**src/rtl/bullet_pkg.sv**
```systemverilog
// Shared types and helpers for the bullet scheduler and the bullet datapath instances.
package bullet_pkg;

  typedef enum logic [1:0] {
    LEFT  = 2'b00,
    RIGHT = 2'b01,
    DOWN  = 2'b10,
    UP    = 2'b11
  } dir_t;

  typedef enum logic {
    P1 = 1'b0,
    P2 = 1'b1
  } owner_t;

  localparam int X_MAX = 639;
  localparam int Y_MAX = 479;

  typedef struct packed {
    logic [9:0] dx;
    logic [9:0] dy;
  } motion_t;

  // Screen y grows downward, so DOWN is +dy and UP is -dy.
  function automatic motion_t dir_to_motion(input dir_t dir, input int speed);
    motion_t    m;
    logic [9:0] s;
    s    = 10'(speed);
    m.dx = '0;
    m.dy = '0;
    case (dir)
      LEFT:  m.dx = -s;
      RIGHT: m.dx = s;
      DOWN:  m.dy = s;
      UP:    m.dy = -s;
      default: ;
    endcase
    return m;
  endfunction

endpackage

```
**src/rtl/slot_alloc.sv**
```systemverilog
// Lowest-index free slot finder over the registered busy vector.
module slot_alloc #(
  parameter int NUM_SLOTS = 4,
  parameter int IDX_W     = $clog2(NUM_SLOTS)
) (
  input  logic [NUM_SLOTS-1:0] busy,
  output logic                 any_free,
  output logic [IDX_W-1:0]     free_idx
);

  // Scan from the top down so the last hit is the lowest free index.
  always_comb begin
    any_free = 1'b0;
    free_idx = '0;
    for (int i = NUM_SLOTS - 1; i >= 0; i--) begin
      if (!busy[i]) begin
        any_free = 1'b1;
        free_idx = IDX_W'(i);
      end
    end
  end

endmodule

```
**src/rtl/bullet_scheduler.sv**
```systemverilog
// Per-frame bullet launch scheduler: cooldown, per-player cap, round-robin arbitration
// and lowest-free-slot allocation over a shared pool of bullet datapath slots.
module bullet_scheduler
  import bullet_pkg::*;
#(
  parameter int NUM_SLOTS      = 4,
  parameter int MAX_PER_PLAYER = 2,
  parameter int COOLDOWN       = 15,
  parameter int SPEED          = 5
) (
  input  logic                 frame_clk,
  input  logic                 Reset,
  input  logic                 gaming_on,
  input  logic [1:0]           fire_req,
  input  logic [1:0]           dir_p1,
  input  logic [1:0]           dir_p2,
  input  logic [9:0]           tank1_x,
  input  logic [9:0]           tank1_y,
  input  logic [9:0]           tank2_x,
  input  logic [9:0]           tank2_y,
  input  logic [NUM_SLOTS-1:0] slot_done,
  output logic                 launch_valid,
  output logic [2:0]           launch_slot,
  output logic                 launch_owner,
  output logic [9:0]           launch_x,
  output logic [9:0]           launch_y,
  output logic [9:0]           launch_dx,
  output logic [9:0]           launch_dy,
  output logic [NUM_SLOTS-1:0] slot_busy,
  output logic [NUM_SLOTS-1:0] slot_owner,
  output logic [2:0]           live_p1,
  output logic [2:0]           live_p2
);

  localparam int         IDX_W = $clog2(NUM_SLOTS);
  localparam int         CD_W  = (COOLDOWN < 1) ? 1 : $clog2(COOLDOWN + 1);
  localparam logic [3:0] CAP   = 4'(MAX_PER_PLAYER);

  logic [NUM_SLOTS-1:0] busy_reg, busy_next;
  logic [NUM_SLOTS-1:0] owner_reg, owner_next;
  logic [CD_W-1:0]      cd_reg   [2];
  logic [CD_W-1:0]      cd_next  [2];
  logic [3:0]           live_reg [2];
  logic [3:0]           live_next[2];
  owner_t               rr_reg;

  logic                 launch_valid_reg;
  logic [2:0]           launch_slot_reg;
  logic                 launch_owner_reg;
  logic [9:0]           launch_x_reg, launch_y_reg, launch_dx_reg, launch_dy_reg;

  logic                 any_free;
  logic [IDX_W-1:0]     free_idx;
  logic [1:0]           elig;
  logic [1:0]           gnt;
  motion_t              motion;

  slot_alloc #(
    .NUM_SLOTS(NUM_SLOTS),
    .IDX_W    (IDX_W)
  ) u_slot_alloc (
    .busy    (busy_reg),
    .any_free(any_free),
    .free_idx(free_idx)
  );

  generate
    for (genvar gi = 0; gi < 2; gi++) begin : g_elig
      assign elig[gi] = gaming_on && fire_req[gi] && (cd_reg[gi] == '0) &&
                        (live_reg[gi] < CAP) && any_free;
    end
  endgenerate

  always_comb begin
    gnt        = (elig == 2'b11) ? ((rr_reg == P1) ? 2'b01 : 2'b10) : elig;
    motion     = dir_to_motion(dir_t'(gnt[1] ? dir_p2 : dir_p1), SPEED);
    // Release is applied before allocation; the allocated slot is free in busy_reg,
    // so a release and a grant at the same edge can never collide.
    busy_next  = busy_reg & ~slot_done;
    owner_next = owner_reg;
    if (|gnt) begin
      busy_next[free_idx]  = 1'b1;
      owner_next[free_idx] = gnt[1];
    end
    live_next[0] = '0;
    live_next[1] = '0;
    for (int i = 0; i < NUM_SLOTS; i++) begin
      if (busy_next[i]) begin
        if (owner_next[i]) live_next[1] = live_next[1] + 4'd1;
        else               live_next[0] = live_next[0] + 4'd1;
      end
    end
    for (int p = 0; p < 2; p++) begin
      if (gnt[p])               cd_next[p] = CD_W'(COOLDOWN);
      else if (cd_reg[p] != '0) cd_next[p] = cd_reg[p] - 1'b1;
      else                      cd_next[p] = cd_reg[p];
    end
  end

  always_ff @(posedge frame_clk) begin
    if (Reset || !gaming_on) begin
      busy_reg         <= '0;
      owner_reg        <= '0;
      launch_valid_reg <= 1'b0;
      launch_slot_reg  <= '0;
      launch_owner_reg <= 1'b0;
      launch_x_reg     <= '0;
      launch_y_reg     <= '0;
      launch_dx_reg    <= '0;
      launch_dy_reg    <= '0;
      for (int p = 0; p < 2; p++) begin
        cd_reg[p]   <= '0;
        live_reg[p] <= '0;
      end
      // A game-off flush keeps the arbitration fairness state.
      if (Reset) rr_reg <= P1;
    end else begin
      busy_reg         <= busy_next;
      owner_reg        <= owner_next;
      launch_valid_reg <= |gnt;
      for (int p = 0; p < 2; p++) begin
        cd_reg[p]   <= cd_next[p];
        live_reg[p] <= live_next[p];
      end
      if (|gnt) begin
        rr_reg           <= gnt[0] ? P2 : P1;
        launch_slot_reg  <= 3'(free_idx);
        launch_owner_reg <= gnt[1];
        launch_x_reg     <= gnt[1] ? tank2_x : tank1_x;
        launch_y_reg     <= gnt[1] ? tank2_y : tank1_y;
        launch_dx_reg    <= motion.dx;
        launch_dy_reg    <= motion.dy;
      end
    end
  end

  assign launch_valid = launch_valid_reg;
  assign launch_slot  = launch_slot_reg;
  assign launch_owner = launch_owner_reg;
  assign launch_x     = launch_x_reg;
  assign launch_y     = launch_y_reg;
  assign launch_dx    = launch_dx_reg;
  assign launch_dy    = launch_dy_reg;
  assign slot_busy    = busy_reg;
  assign slot_owner   = owner_reg;
  assign live_p1      = live_reg[0][2:0];
  assign live_p2      = live_reg[1][2:0];

endmodule

```
**config.mk**
```make
export PLATFORM = sky130hd
export DESIGN_NAME = bullet_scheduler
export DESIGN_NICKNAME = d
export VERILOG_FILES = /design/src/rtl/bullet_pkg.sv /design/src/rtl/slot_alloc.sv /design/src/rtl/bullet_scheduler.sv
export SDC_FILE = /design/constraint.sdc
export NUM_CORES = 1
export LEC_CHECK = 0
export CAP_MARGIN = 10
export CORE_UTILIZATION = 40
export CTS_BUF_LIST = sky130_fd_sc_hd__clkbuf_4 sky130_fd_sc_hd__clkbuf_8 sky130_fd_sc_hd__clkbuf_16
export CTS_CLUSTER_SIZE = 40
export DETAILED_ROUTE_END_ITERATION = 10
export PLACE_DENSITY_LB_ADDON = 0.15
export SLEW_MARGIN = 20
export SYNTH_ARGS = -nofsm -noshare
export SYNTH_HDL_FRONTEND = slang
export SYNTH_HIERARCHICAL = 1
export SYNTH_SLANG_ARGS = --single-unit
```
**constraint.sdc**
```tcl
create_clock -name frame_clk -period 4.6 [get_ports frame_clk]
set_input_delay 0.46 -clock frame_clk [delete_from_list [all_inputs] [get_ports frame_clk]]
set_output_delay 0.46 -clock frame_clk [all_outputs]
set_load 0.01 [all_outputs]
```
==> out/metrics.cfg <==
[outcome]
status=complete, no violations

[flow_run]
cap_violations=0

[routing]
finalWirelength_um=7520
drcViolationCount=0
wl_per_cell_um=14.4
dr.first_iter.drc_count=149
vias_per_cell=5.12
first_pass_iters=4
vias=2668
ant_nets=0

[cells_and_area]
drive_gt1_frac=0.0753
final_cell_mix=110 x clkdlybuf4s50_1, 54 x dfxtp_1, 46 x nand2_1
areaGrowthSynthToFinish_pct=41.5
fillCellCount=629
layout_commonest_cell=clkdlybuf4s50_1
nets=485
multiInputGateArea_um2=1510
antenna_cells=0
area.sequential_um2=1110
stdcell_area_um2=4050
final_util=0.592

[critical_path]
crit_required_ns=4.83
start_kind=flip-flop
crit_arrival_ns=3.74
path_class=reg -> reg
crit_path_start=cd_reg[0][0]
r2r_start=cd_reg[0][0]
end_kind=flip-flop
worst-path-max-fanout=24

[grt]
grt_first_pass_wirelength_um=12300
grt.total_usage=0.211
grt_pass1_vias=2566
antenna_found_initial=0
grt_max_degree=25
grt_overflow_total=0

[placed_design]
portBuffers=110
dpl_cell_area_um2=3920
dp_hpwl_um=5540
preCtsSetupSlack_ns=0.827
place_congestion=0.855

[clocking]
htree_levels=2
cts_root_buf=clkbuf_8
cts_setup_buffers=0
cts_buffer_depth=2
clock_latency_ns=0.31
clkTransAtPathRegs_ns=0.11
cts_made_buffers=5
cts_resized=0
cts_tree=built
hold_buffers=0
cts_sinks=55

[sta]
worstMarginPinSlew_ns=0.811
post-route-min-period_ns=3.51
finalSetupTns_ns=0
drv_slew=0
setup_slack_ns=1.09
fin_crit_sh=0.763
skew_ns=0.0108
rsz0062_at_grt=false
finalSetupViolations=0
fmax_mhz=285
hold_viol=0
relSlewSlack=0.459

[synthesis]
synthTopCellsByArea=dfxtp_1 38%, nand2_1 6.0%, buf_4 5.8%, a22oi_1 5.3%, a21oi_1 5.1%
synth_area_per_cell_um2=8.51
yosysTopAreaCellShare=0.378
synth-seq-cells=55
synth_edf_count=1
synth_fp_nets=397
synth_flop_cell=dfxtp_1
postSynthCellCount=336
yosys_warnings=6
async_flop_share=0
synth_area_um2=2860
synth.distinct_cells=55
synth_top_area_cell=dfxtp_1
synth-seq-area-share=0.389

[power_and_ir_drop]
power.leakage_nw=1.44
p_per_area_nw_per_um2=310
vdd_drop_max_uv=139

[floorplanning]
die_x_um=86.5
placementRows=30
die_y_um=86.5
initial_core_util=0.418
dieArea_um2=7490
coreArea_um2=6830
pin_count=112

[hold_path]
min_path_type=reg -> reg
hp-start=launch_slot[0]

## metrics by stage
step	power, mW	hold slack (ns)	std cells
after floorplan	0.759	0.476	336
after global placement	0.889	0.440	513
after detailed placement	0.896	0.451	513
after CTS	1.26	0.468	521
after global routing	1.32	0.496	521
final	1.25	0.468	521
## cells by family after synthesis
kind of cell               synth area share
and+or+nand+nor                       0.219
AOI/OAI and AO/OA                     0.194
DFF                                   0.389
buffers and inverters                0.0858
muxes                                0.0464
xor gates and xnor gates             0.0302
adders and majority gates            0.0350
other                               0.00131
## final timing paths
check / slack [ns] / cells after the start / endpoint
setup / recovery: 1.09 / 13 / live_reg[0][1]
hold reg to reg: 0.47 / 2 / launch_slot[0]
setup reg to reg: 1.09 / 13 / live_reg[0][1]
hold / removal: 0.47 / 2 / launch_slot[0]
## synthesized netlist by cell type (2+ instances only)
| library cell | number |
|---|---|
| a22oi_1 | 20 |
| nand2_1 | 46 |
| nor2_1 | 22 |
| mux2_1 | 2 |
| nor2b_1 | 4 |
| inv_1 | 8 |
| mux2i_1 | 4 |
| dfxtp_1 | 54 |
| o21a_1 | 2 |
| nand3b_1 | 2 |
| a21boi_1 | 2 |
| o21ai_0 | 16 |
| nand4_1 | 6 |
| nand3_1 | 9 |
| nor3b_2 | 2 |
| a21oi_1 | 29 |
| o21ai_2 | 2 |
| nand2b_1 | 6 |
| ha_1 | 8 |
| or3_1 | 3 |
| xor2_1 | 2 |
| o21ai_1 | 8 |
| mux2i_4 | 2 |
| xnor2_1 | 6 |
| nor3_1 | 8 |
| buf_4 | 22 |
| and2_1 | 2 |
| clkbuf_1 | 12 |
## layer usage
layer,vias up,global-route usage,routed length [um]
li1,1337,-,-
met1,1214,0.264,3290
met2,101,0.342,3460
met3,16,0.0600,551
met4,0,0.0879,210
met5,-,0,0
## layout make-up
cell class | count | area share
timing repair buffer | 116 | 0.283
tap | 96 | 0.0297
clock buffer | 7 | 0.0250
sequential | 55 | 0.275
multi-input combinational | 238 | 0.373
clock inverter | 1 | 0.00742
inverter | 8 | 0.00742
## where the power goes
part	switching (mW)	internal, mW	total [mW]
Clock	0.166	0.202	0.368
Sequential	0.0218	0.509	0.531
Combinational	0.184	0.172	0.356
## critical path, stage by stage (launching register included)
cell and delay (ns):
dfxtp_1 0.32, inv_1 0.11, ha_1 0.22, or3b_4 0.44, nor4_2 0.36, nor2_1 0.08
buf_4 0.23, o21ai_2 0.20, ha_1 0.28, mux2i_2 0.38, inv_1 0.12, ha_1 0.32
xnor2_1 0.15, a221oi_2 0.22
No activity file was read; power rests on OpenSTA's default activity.
